===== config.mk =====
export PLATFORM = sky130hd
export DESIGN_NAME = upc_loop_monitor
export DESIGN_NICKNAME = d
export VERILOG_FILES = /design/src/rtl/upc_loop_monitor_pkg.sv /design/src/rtl/upc_loop_monitor_sat_counter.sv /design/src/rtl/upc_loop_monitor.sv
export SDC_FILE = /design/constraint.sdc
export NUM_CORES = 1
export LEC_CHECK = 0
export CAP_MARGIN = 20
export CORE_MARGIN = 3
export CORE_UTILIZATION = 35
export CTS_CLUSTER_DIAMETER = 80
export CTS_CLUSTER_SIZE = 20
export DETAILED_ROUTE_END_ITERATION = 8
export GPL_TIMING_DRIVEN = 0
export PLACE_DENSITY = 0.61
export SLEW_MARGIN = 25
export SYNTH_ARGS = -nofsm -noshare
export SYNTH_HDL_FRONTEND = slang
export SYNTH_SLANG_ARGS = --single-unit

===== constraint.sdc =====
create_clock -name clock -period 2.1 [get_ports clock]
set_clock_uncertainty 0.05 [all_clocks]
set_input_delay 0.42 -clock clock [delete_from_list [all_inputs] [get_ports clock]]
set_output_delay 0.42 -clock clock [all_outputs]
set_load 0.005 [all_outputs]

===== src/rtl/upc_loop_monitor_pkg.sv =====
// ----------------------------------------------------------------------------
// upc_mon_pkg
//   Shared types for the HLS loop performance monitor.
//   - mod_state_e  : module handshake tracker states
//   - loop_state_e : loop invocation tracker states
//   - CNT_W_DEFAULT: default width of every statistics counter
// ----------------------------------------------------------------------------
package upc_mon_pkg;

    localparam int CNT_W_DEFAULT = 32;

    typedef enum logic [1:0] {
        IDLE      = 2'd0,
        BUSY      = 2'd1,
        WAIT_CONT = 2'd2
    } mod_state_e;

    typedef enum logic {
        L_IDLE = 1'b0,
        L_RUN  = 1'b1
    } loop_state_e;

endpackage


===== src/rtl/upc_loop_monitor_sat_counter.sv =====
// ----------------------------------------------------------------------------
// sat_counter
//   Event counter that sticks at all-ones instead of wrapping.
//   Ports:
//     clock  in   rising-edge clock
//     reset  in   asynchronous active-low clear
//     inc    in   count one event this cycle
//     hold   in   freeze the current value (overrides inc)
//     count  out  registered count, CNT_W bits
// ----------------------------------------------------------------------------
module sat_counter #(
    parameter int CNT_W = 32
) (
    input  logic             clock,
    input  logic             reset,
    input  logic             inc,
    input  logic             hold,
    output logic [CNT_W-1:0] count
);

    localparam logic [CNT_W-1:0] ONE = {{(CNT_W-1){1'b0}}, 1'b1};

    always_ff @(posedge clock or negedge reset) begin
        if (!reset) begin
            count <= '0;
        end else if (inc && !hold && !(&count)) begin
            count <= count + ONE;
        end
    end

endmodule


===== src/rtl/upc_loop_monitor.sv =====
// ----------------------------------------------------------------------------
// upc_loop_monitor
//   Passive performance monitor for one HLS module and one pipelined loop
//   inside it. Tracks the ap_* handshake and the loop FSM/stage signals and
//   keeps saturating transaction, busy, iteration and stall counters.
//   Ports:
//     clock, reset (async, active-low)
//     ap_start/ap_ready/ap_done/ap_continue   module handshake
//     cur_state, iter_*_state, quit_state      loop FSM state and constants
//     iter_*_block/enable, quit_block/enable   stage stall flags / enables
//     loop_start/ready/done/continue           loop handshake
//     quit_at_end                              quit needs an iteration end
//     finish                                   sticky freeze request
//     mod_txn_cnt, mod_busy_cnt, loop_iter_cnt, loop_end_cnt,
//     loop_stall_cnt, loop_txn_cnt             CNT_W counters
//     mod_busy, loop_active, frozen            status flags
// ----------------------------------------------------------------------------
module upc_loop_monitor
    import upc_mon_pkg::*;
#(
    parameter int STATE_W = 1,
    parameter int CNT_W   = CNT_W_DEFAULT
) (
    input  logic               clock,
    input  logic               reset,
    input  logic               ap_start,
    input  logic               ap_ready,
    input  logic               ap_done,
    input  logic               ap_continue,
    input  logic [STATE_W-1:0] cur_state,
    input  logic [STATE_W-1:0] iter_start_state,
    input  logic [STATE_W-1:0] iter_end_state,
    input  logic [STATE_W-1:0] quit_state,
    input  logic               iter_start_block,
    input  logic               iter_end_block,
    input  logic               quit_block,
    input  logic               iter_start_enable,
    input  logic               iter_end_enable,
    input  logic               quit_enable,
    input  logic               loop_start,
    input  logic               loop_ready,
    input  logic               loop_done,
    input  logic               loop_continue,
    input  logic               quit_at_end,
    input  logic               finish,
    output logic [CNT_W-1:0]   mod_txn_cnt,
    output logic [CNT_W-1:0]   mod_busy_cnt,
    output logic [CNT_W-1:0]   loop_iter_cnt,
    output logic [CNT_W-1:0]   loop_end_cnt,
    output logic [CNT_W-1:0]   loop_stall_cnt,
    output logic [CNT_W-1:0]   loop_txn_cnt,
    output logic               mod_busy,
    output logic               loop_active,
    output logic               frozen
);

    mod_state_e  mod_state;
    loop_state_e loop_state;

    logic istart, iend, quit;
    logic at_start_state;
    logic loop_run;
    logic mod_txn_inc, mod_busy_inc;
    logic iter_inc, end_inc, stall_inc, loop_txn_inc;

    // Stage fire terms: a stage fires when the FSM is in its state, the
    // stage is enabled and it is not stalled this cycle.
    assign at_start_state = (cur_state == iter_start_state);
    assign istart = at_start_state & iter_start_enable & ~iter_start_block;
    assign iend   = (cur_state == iter_end_state) & iter_end_enable & ~iter_end_block;
    // Loop exit condition; a quit without a following loop_done is legal,
    // so it does not drive the loop tracker and no counter is defined for it.
    assign quit   = (cur_state == quit_state) & quit_enable & ~quit_block
                  & (~quit_at_end | iend);

    // A transaction completes either on the BUSY exit or when start and done
    // coincide in IDLE (zero-latency call that never enters BUSY).
    assign mod_txn_inc  = ap_done & ((mod_state == BUSY) | ((mod_state == IDLE) & ap_start));
    assign mod_busy_inc = (mod_state == BUSY);

    // Iteration activity only counts while a loop invocation is open.
    assign loop_run     = (loop_state == L_RUN);
    assign iter_inc     = loop_run & istart;
    assign end_inc      = loop_run & iend;
    assign stall_inc    = loop_run & iter_start_block & at_start_state;
    assign loop_txn_inc = loop_run & loop_done & loop_continue;

    // frozen is sampled as the hold for this cycle, so an event arriving with
    // finish is still counted and the freeze takes effect one cycle later.
    always_ff @(posedge clock or negedge reset) begin
        if (!reset) begin
            frozen <= 1'b0;
        end else if (finish) begin
            frozen <= 1'b1;
        end
    end

    // Module handshake tracker
    always_ff @(posedge clock or negedge reset) begin
        if (!reset) begin
            mod_state <= IDLE;
            mod_busy  <= 1'b0;
        end else if (!frozen) begin
            case (mod_state)
                IDLE: begin
                    if (ap_start && !ap_done) begin
                        mod_state <= BUSY;
                        mod_busy  <= 1'b1;
                    end
                end
                BUSY: begin
                    if (ap_done) begin
                        mod_state <= ap_continue ? IDLE : WAIT_CONT;
                        mod_busy  <= 1'b0;
                    end
                end
                WAIT_CONT: begin
                    if (ap_continue) begin
                        mod_state <= IDLE;
                    end
                end
                default: begin
                    mod_state <= IDLE;
                    mod_busy  <= 1'b0;
                end
            endcase
        end
    end

    // Loop invocation tracker
    always_ff @(posedge clock or negedge reset) begin
        if (!reset) begin
            loop_state  <= L_IDLE;
            loop_active <= 1'b0;
        end else if (!frozen) begin
            case (loop_state)
                L_IDLE: begin
                    if (loop_start) begin
                        loop_state  <= L_RUN;
                        loop_active <= 1'b1;
                    end
                end
                L_RUN: begin
                    if (loop_done && loop_continue) begin
                        loop_state  <= L_IDLE;
                        loop_active <= 1'b0;
                    end
                end
                default: begin
                    loop_state  <= L_IDLE;
                    loop_active <= 1'b0;
                end
            endcase
        end
    end

    sat_counter #(.CNT_W(CNT_W)) u_mod_txn (
        .clock(clock), .reset(reset), .inc(mod_txn_inc),  .hold(frozen), .count(mod_txn_cnt)
    );
    sat_counter #(.CNT_W(CNT_W)) u_mod_busy (
        .clock(clock), .reset(reset), .inc(mod_busy_inc), .hold(frozen), .count(mod_busy_cnt)
    );
    sat_counter #(.CNT_W(CNT_W)) u_loop_iter (
        .clock(clock), .reset(reset), .inc(iter_inc),     .hold(frozen), .count(loop_iter_cnt)
    );
    sat_counter #(.CNT_W(CNT_W)) u_loop_end (
        .clock(clock), .reset(reset), .inc(end_inc),      .hold(frozen), .count(loop_end_cnt)
    );
    sat_counter #(.CNT_W(CNT_W)) u_loop_stall (
        .clock(clock), .reset(reset), .inc(stall_inc),    .hold(frozen), .count(loop_stall_cnt)
    );
    sat_counter #(.CNT_W(CNT_W)) u_loop_txn (
        .clock(clock), .reset(reset), .inc(loop_txn_inc), .hold(frozen), .count(loop_txn_cnt)
    );

endmodule


# After elaboration in Yosys (flattened, before gate mapping)
# Index checks and enable logic that the tools add are counted.
# totals
regBits	198
latchBits	0
mem_bits_rw	0
rom_bits	0
inputBits	22
output_inout_bits	195
elab_cells	90
mem_count	0
# classes
addsub	6
mul	0
div_mod_pow	0
magnitude_cmp	0
n_eq_ne	9
n_shift	0
muxes	14
bitwise	18
reduce_logical	32
# ops
cell	count
$add A32 B1 Y32 const B	6
$reduce_and A32 Y1	6
$logic_and A1 B1 Y1	14
$and A1 B1 Y1	12
$logic_not A1 Y1	8
$mux W2	4
$reduce_and A4 Y1	2
$mux W1	6
$ne A2 B2 Y1 const B	3
$pmux W2 S3	1
$not A1 Y1	5
$ne A2 B1 Y1 const B	2
$pmux W1 S2	2
$pmux W1 S3	1
$reduce_and A3 Y1	1
$eq A1 B1 Y1	2
$eq A2 B1 Y1 const B	1
$eq A2 B2 Y1 const B	1
$logic_not A2 Y1	1
$or A1 B1 Y1	1

# Longest topological paths before layout
# depth
ltp_word	6
depth_mapped	7
mapped_depth_nobuf	6

# By module
# A second synthesis with hierarchy kept.
# unflattened
hier_cells	888
hier_area_um2	9633.0
# modules_own_cells
mod	instances	cells_each	area_per_inst_um2	seq_area_each_um2
sat_counter	6	142	1551.5	800.8
upc_loop_monitor	1	36	324.1	150.1

# Worst setup path after synthesis
# Ideal clock, no wire load.
# synth_path
path_type	flip-flop to flip-flop
startpoint	register u_loop_end.count[0]
endpoint	register u_loop_end.count[5]
arrival_time_ns	1.980
required_ns	1.985
setup_slack_ns	0.005
path_stages_with_launch	8
n_path_buf	1
cell_sequence	dfrtp_1 ha_1 nand4_1 or3_1 or3b_1 clkbuf_1 o211ai_1 o21a_1
# synth_via
elab_chain_len	3
# synth_lines
item	line	rtl
start: declaration	upc_loop_monitor_sat_counter.sv:18	output logic [CNT_W-1:0] count
start signal: assignment	upc_loop_monitor_sat_counter.sv:27	count <= count + ONE;
branches (longest 3 deep; another with $add A32 B1 Y32)	n/a	
# Parallel ways; which one is timed is not known.
# A chain may end at the register's enable or synchronous reset.

# Worst setup path in the final report
# layout_path
startpoint	register frozen
endpoint	register u_loop_txn.count[30]
# layout_via
elab_chain_len	3
# layout_lines
item	line	rtl
start: declaration	upc_loop_monitor.sv:54	output logic frozen
start signal: assignment	upc_loop_monitor.sv:92	frozen <= 1'b0;
start signal: assignment	upc_loop_monitor.sv:94	frozen <= 1'b1;
$logic_not A1 Y1	upc_loop_monitor_sat_counter.sv:26	end else if (inc && !hold && !(&count)) begin
$logic_and A1 B1 Y1 (2 in a row)	upc_loop_monitor_sat_counter.sv:26	
end signal: assignment	upc_loop_monitor_sat_counter.sv:27	
end: declaration	upc_loop_monitor_sat_counter.sv:18	
# No other way between the ends.

==> results_dict.tcl <==
set metrics [dict create \
    cp-startpoint "frozen" \
    critPathMaxFanout 4 \
    startpoint_type "flop" \
    portBuffers 210 \
    run_status "complete, but fails checks" \
    crit_path_cell_trace "nand4b_1 > buf_6 > or4_4 > or4b_4 > nor2_2 > xor2_1" \
    drc 0 \
    worst-path-buf-inv 1 \
    cts_sinks 198 \
    grt_pass1_vias 7961 \
    dp_slack_ns -0.724 \
    setup-violations-final 2 \
    leakage_nw 5.99 \
    pwr-share-seq 0.528 \
    insertion_delay_ns 0.43 \
    areaGrowthSynthToFinish_pct 44.5 \
    root_buffer "clkbuf_16" \
    grt_max_degree 70 \
    crit_type "reg2reg" \
    num_rows 60 \
    switchingPower_mw 1.78 \
    slowest_stage "or4b_4" \
    fin_nets 1230 \
    gp_congestion 0.837 \
    synth_edf_count 0 \
    power.density_nw_per_um2 520 \
    drive_above_1_share 0.178 \
    fin_hold_ws_ns 0.438 \
    p_sw_frac 0.244 \
    worst-r2r-cell-count 6 \
    routedWlPerCell_um 16.6 \
    drt_pass1_iterations 5 \
    fin_area_um2 14000 \
    end_kind "flop" \
    fin_crit_sh 1.02 \
    use_met2 0.271 \
    endpoint "u_loop_txn.count[30]" \
    drtIter0Drc 510 \
    avgSynthCellArea_um2 10.7 \
    initial_core_util 0.358 \
    hold_class "reg2reg" \
    worst_pin_slew_ns 0.553 \
    p_total_mw 7.30 \
    ios 217 \
    antenna_left 0 \
    critPathArrivalTime_ns 2.44 \
    syn_nets 940 \
    detailed_place_hpwl_um 18400 \
    rr_endpoint "u_loop_txn.count[30]" \
    internal-power_mw 5.52 \
    clk_path_buf_depth 2 \
    diodes 0 \
    synth_seq_cells 198 \
    cpPeakStageDelay_ns 0.54 \
    fill_cells 2454 \
    min_period_ns 2.14 \
    path_depth 6 \
    grt_use_total 0.173 \
    die_h_um 173 \
    rsz0062_at_grt "yes" \
    vias 8065 \
    grt_util_met3 0.0417 \
    cts_buffers 17 \
    core_area_um2 27100 \
    grt_util_met1 0.243 \
    hold_viol 0 \
    synth_top_flop_cell "dfrtp_1" \
    antenna_found_initial 0 \
    cts_max_level 4 \
    r2r_setup_slack_ns -0.04 \
    ys_seq_area_frac 0.510 \
    busiest_layer "met2" \
    yosysUniqueCellTypes 60 \
    fmax_ghz 0.468 \
    relSlewSlack 0.629 \
    clk_pin_slew_ns 0.08 \
    critPathRequiredTime_ns 2.40 \
    grt_pass1_wl_um 43000 \
    netlist_area_um2 9720 \
    ys_async_sr_fraction 1.00 \
    cts_tree "done" \
    placed_cell_area_um2 12300 \
    final_cell_mix "208 x clkdlybuf4s50_1, 175 x dfrtp_1, 121 x xnor2_1" \
    finalWorstSetupSlack_ns -0.0387 \
    p_comb_frac 0.032 \
    final_common_cell "clkdlybuf4s50_1" \
    fin_tns_setup_ns -0.0648 \
    die-area_um2 29800 \
    syn_inst 912 \
    maxCapViolCount 0 \
    synth_warnings 0 \
    gr-total-overflow 0 \
    ir_worst_vdd_uv 470 \
    drt-total-wl_um 26400 \
    cp_top_family "simple AND/OR/NAND/NOR gates" \
    die_x_um 173 \
    slew_viol_final 0 \
    p_clk_frac 0.440 \
    reg2reg_from "frozen" \
    viasPerCell 5.08 \
    violations "negative setup slack" \
]
how the worst min path moves through the flow:
stage | from | endpoint | slack, ns | depth (start not counted)
2_1_floorplan | reset | frozen | 0.07 | 0
3_3_place_gp | u_loop_stall.count[17] | u_loop_stall.count[17] | 0.43 | 1
3_5_place_dp | reset | u_loop_end.count[3] | 0.37 | 1
4_1_cts | u_loop_stall.count[16] | u_loop_stall.count[16] | 0.45 | 1
5_1_grt | u_loop_stall.count[17] | u_loop_stall.count[17] | 0.46 | 1
6_report | u_loop_stall.count[16] | u_loop_stall.count[16] | 0.44 | 1
worst register-to-register path, stage by stage, from the launching register on:
cell	delay, ns
dfrtp_2	0.44
nand4b_1	0.19
buf_6	0.15
or4_4	0.44
or4b_4	0.54
nor2_2	0.12
xor2_1	0.14
power by group through the flow:
| stage | clock [mW] | sequential, mW | combinational (mW) |
|---|---|---|---|
| 5_1_grt | 3.51 | 3.86 | 0.266 |
| 6_report | 3.21 | 3.86 | 0.235 |
| 2_1_floorplan | 0 | 3.93 | 0.0355 |
| 3_5_place_dp | 0 | 3.93 | 0.201 |
| 3_3_place_gp | 0 | 3.94 | 0.185 |
| 4_1_cts | 3.35 | 3.86 | 0.224 |
registers in the layout, summed over array words and instances, names as in the netlist:
name / cells
frozen: 1
loop_active: 1
loop_run: 1
mod_busy: 1
mod_state: 2
u_loop_end.count: 32
u_loop_iter.count: 32
u_loop_stall.count: 32
u_loop_txn.count: 32
u_mod_busy.count: 32
u_mod_txn.count: 32
cells in the mapped netlist (all sizes together), types with 3 or more instances:
master  number  area [um^2]
clkbuf      14         52.6
or4          4         33.8
xnor2      123         1080
nand4       72          457
nor3b        6         45.0
o21a         3         22.5
nor4b        6         65.1
dfrtp      198         4950
and3        45          282
nand2       73          277
nor4        26          245
and4        18          158
o21ai        4         20.0
nand4b       3         26.3
a21oi        7         35.0
nand3       90          450
inv         10         37.5
or3b         3         28.8
ha           6         75.1
and2         5         31.3
xor2        60          526
nand3b       5         37.5
or2          4         25.0
nor3        27          140
or3          7         43.8
mux2         6         67.6
nor2        56          215
a31oi        5         31.3
cell families after synthesis:
kind of cell,after synthesis,synth area share
adders and majority gates,6,0.00773
muxes,6,0.00695
AOI/OAI and AO/OA,35,0.0285
buffers and inverters,25,0.00979
and+or+nand+nor,459,0.272
xor gates and xnor gates,183,0.165
DFF,198,0.510
layout make-up:
class / instances / area, um^2 / area share
well taps: 372 / 465 / 0.0332
multi-input cells: 689 / 5200 / 0.371
repair buffers: 277 / 2720 / 0.194
flip-flops and latches: 198 / 4980 / 0.355
clock inverters: 14 / 138 / 0.00980
clock buffers: 18 / 429 / 0.0306
inverters: 10 / 37.5 / 0.00267
plain buffers: 9 / 60.1 / 0.00428
layer usage:
| metal | part of all wire | wire [um] | up-vias |
|---|---|---|---|
| met4 | 0.015 | 398 | 0 |
| met2 | 0.46 | 12300 | 190 |
| met5 | 0 | 0 | - |
| met3 | 0.051 | 1350 | 24 |
| met1 | 0.47 | 12400 | 3964 |
| li1 | - | - | 3887 |
timing repair:
item,CTS,global route
hold buffers,1,0
hold endpoints to repair,64,0
setup endpoints to repair,148,128
resized for setup,61,85
pin swaps,15,32
buffers inserted,23,41
per-stage QoR:
step | cells | utilization
2_1_floorplan | 912 | -
3_3_place_gp | 1494 | 0.453
3_5_place_dp | 1496 | 0.455
4_1_cts | 1549 | 0.494
5_1_grt | 1587 | 0.518
6_report | 1587 | 0.518
Note: power is estimated with default switching activity, not from simulation.
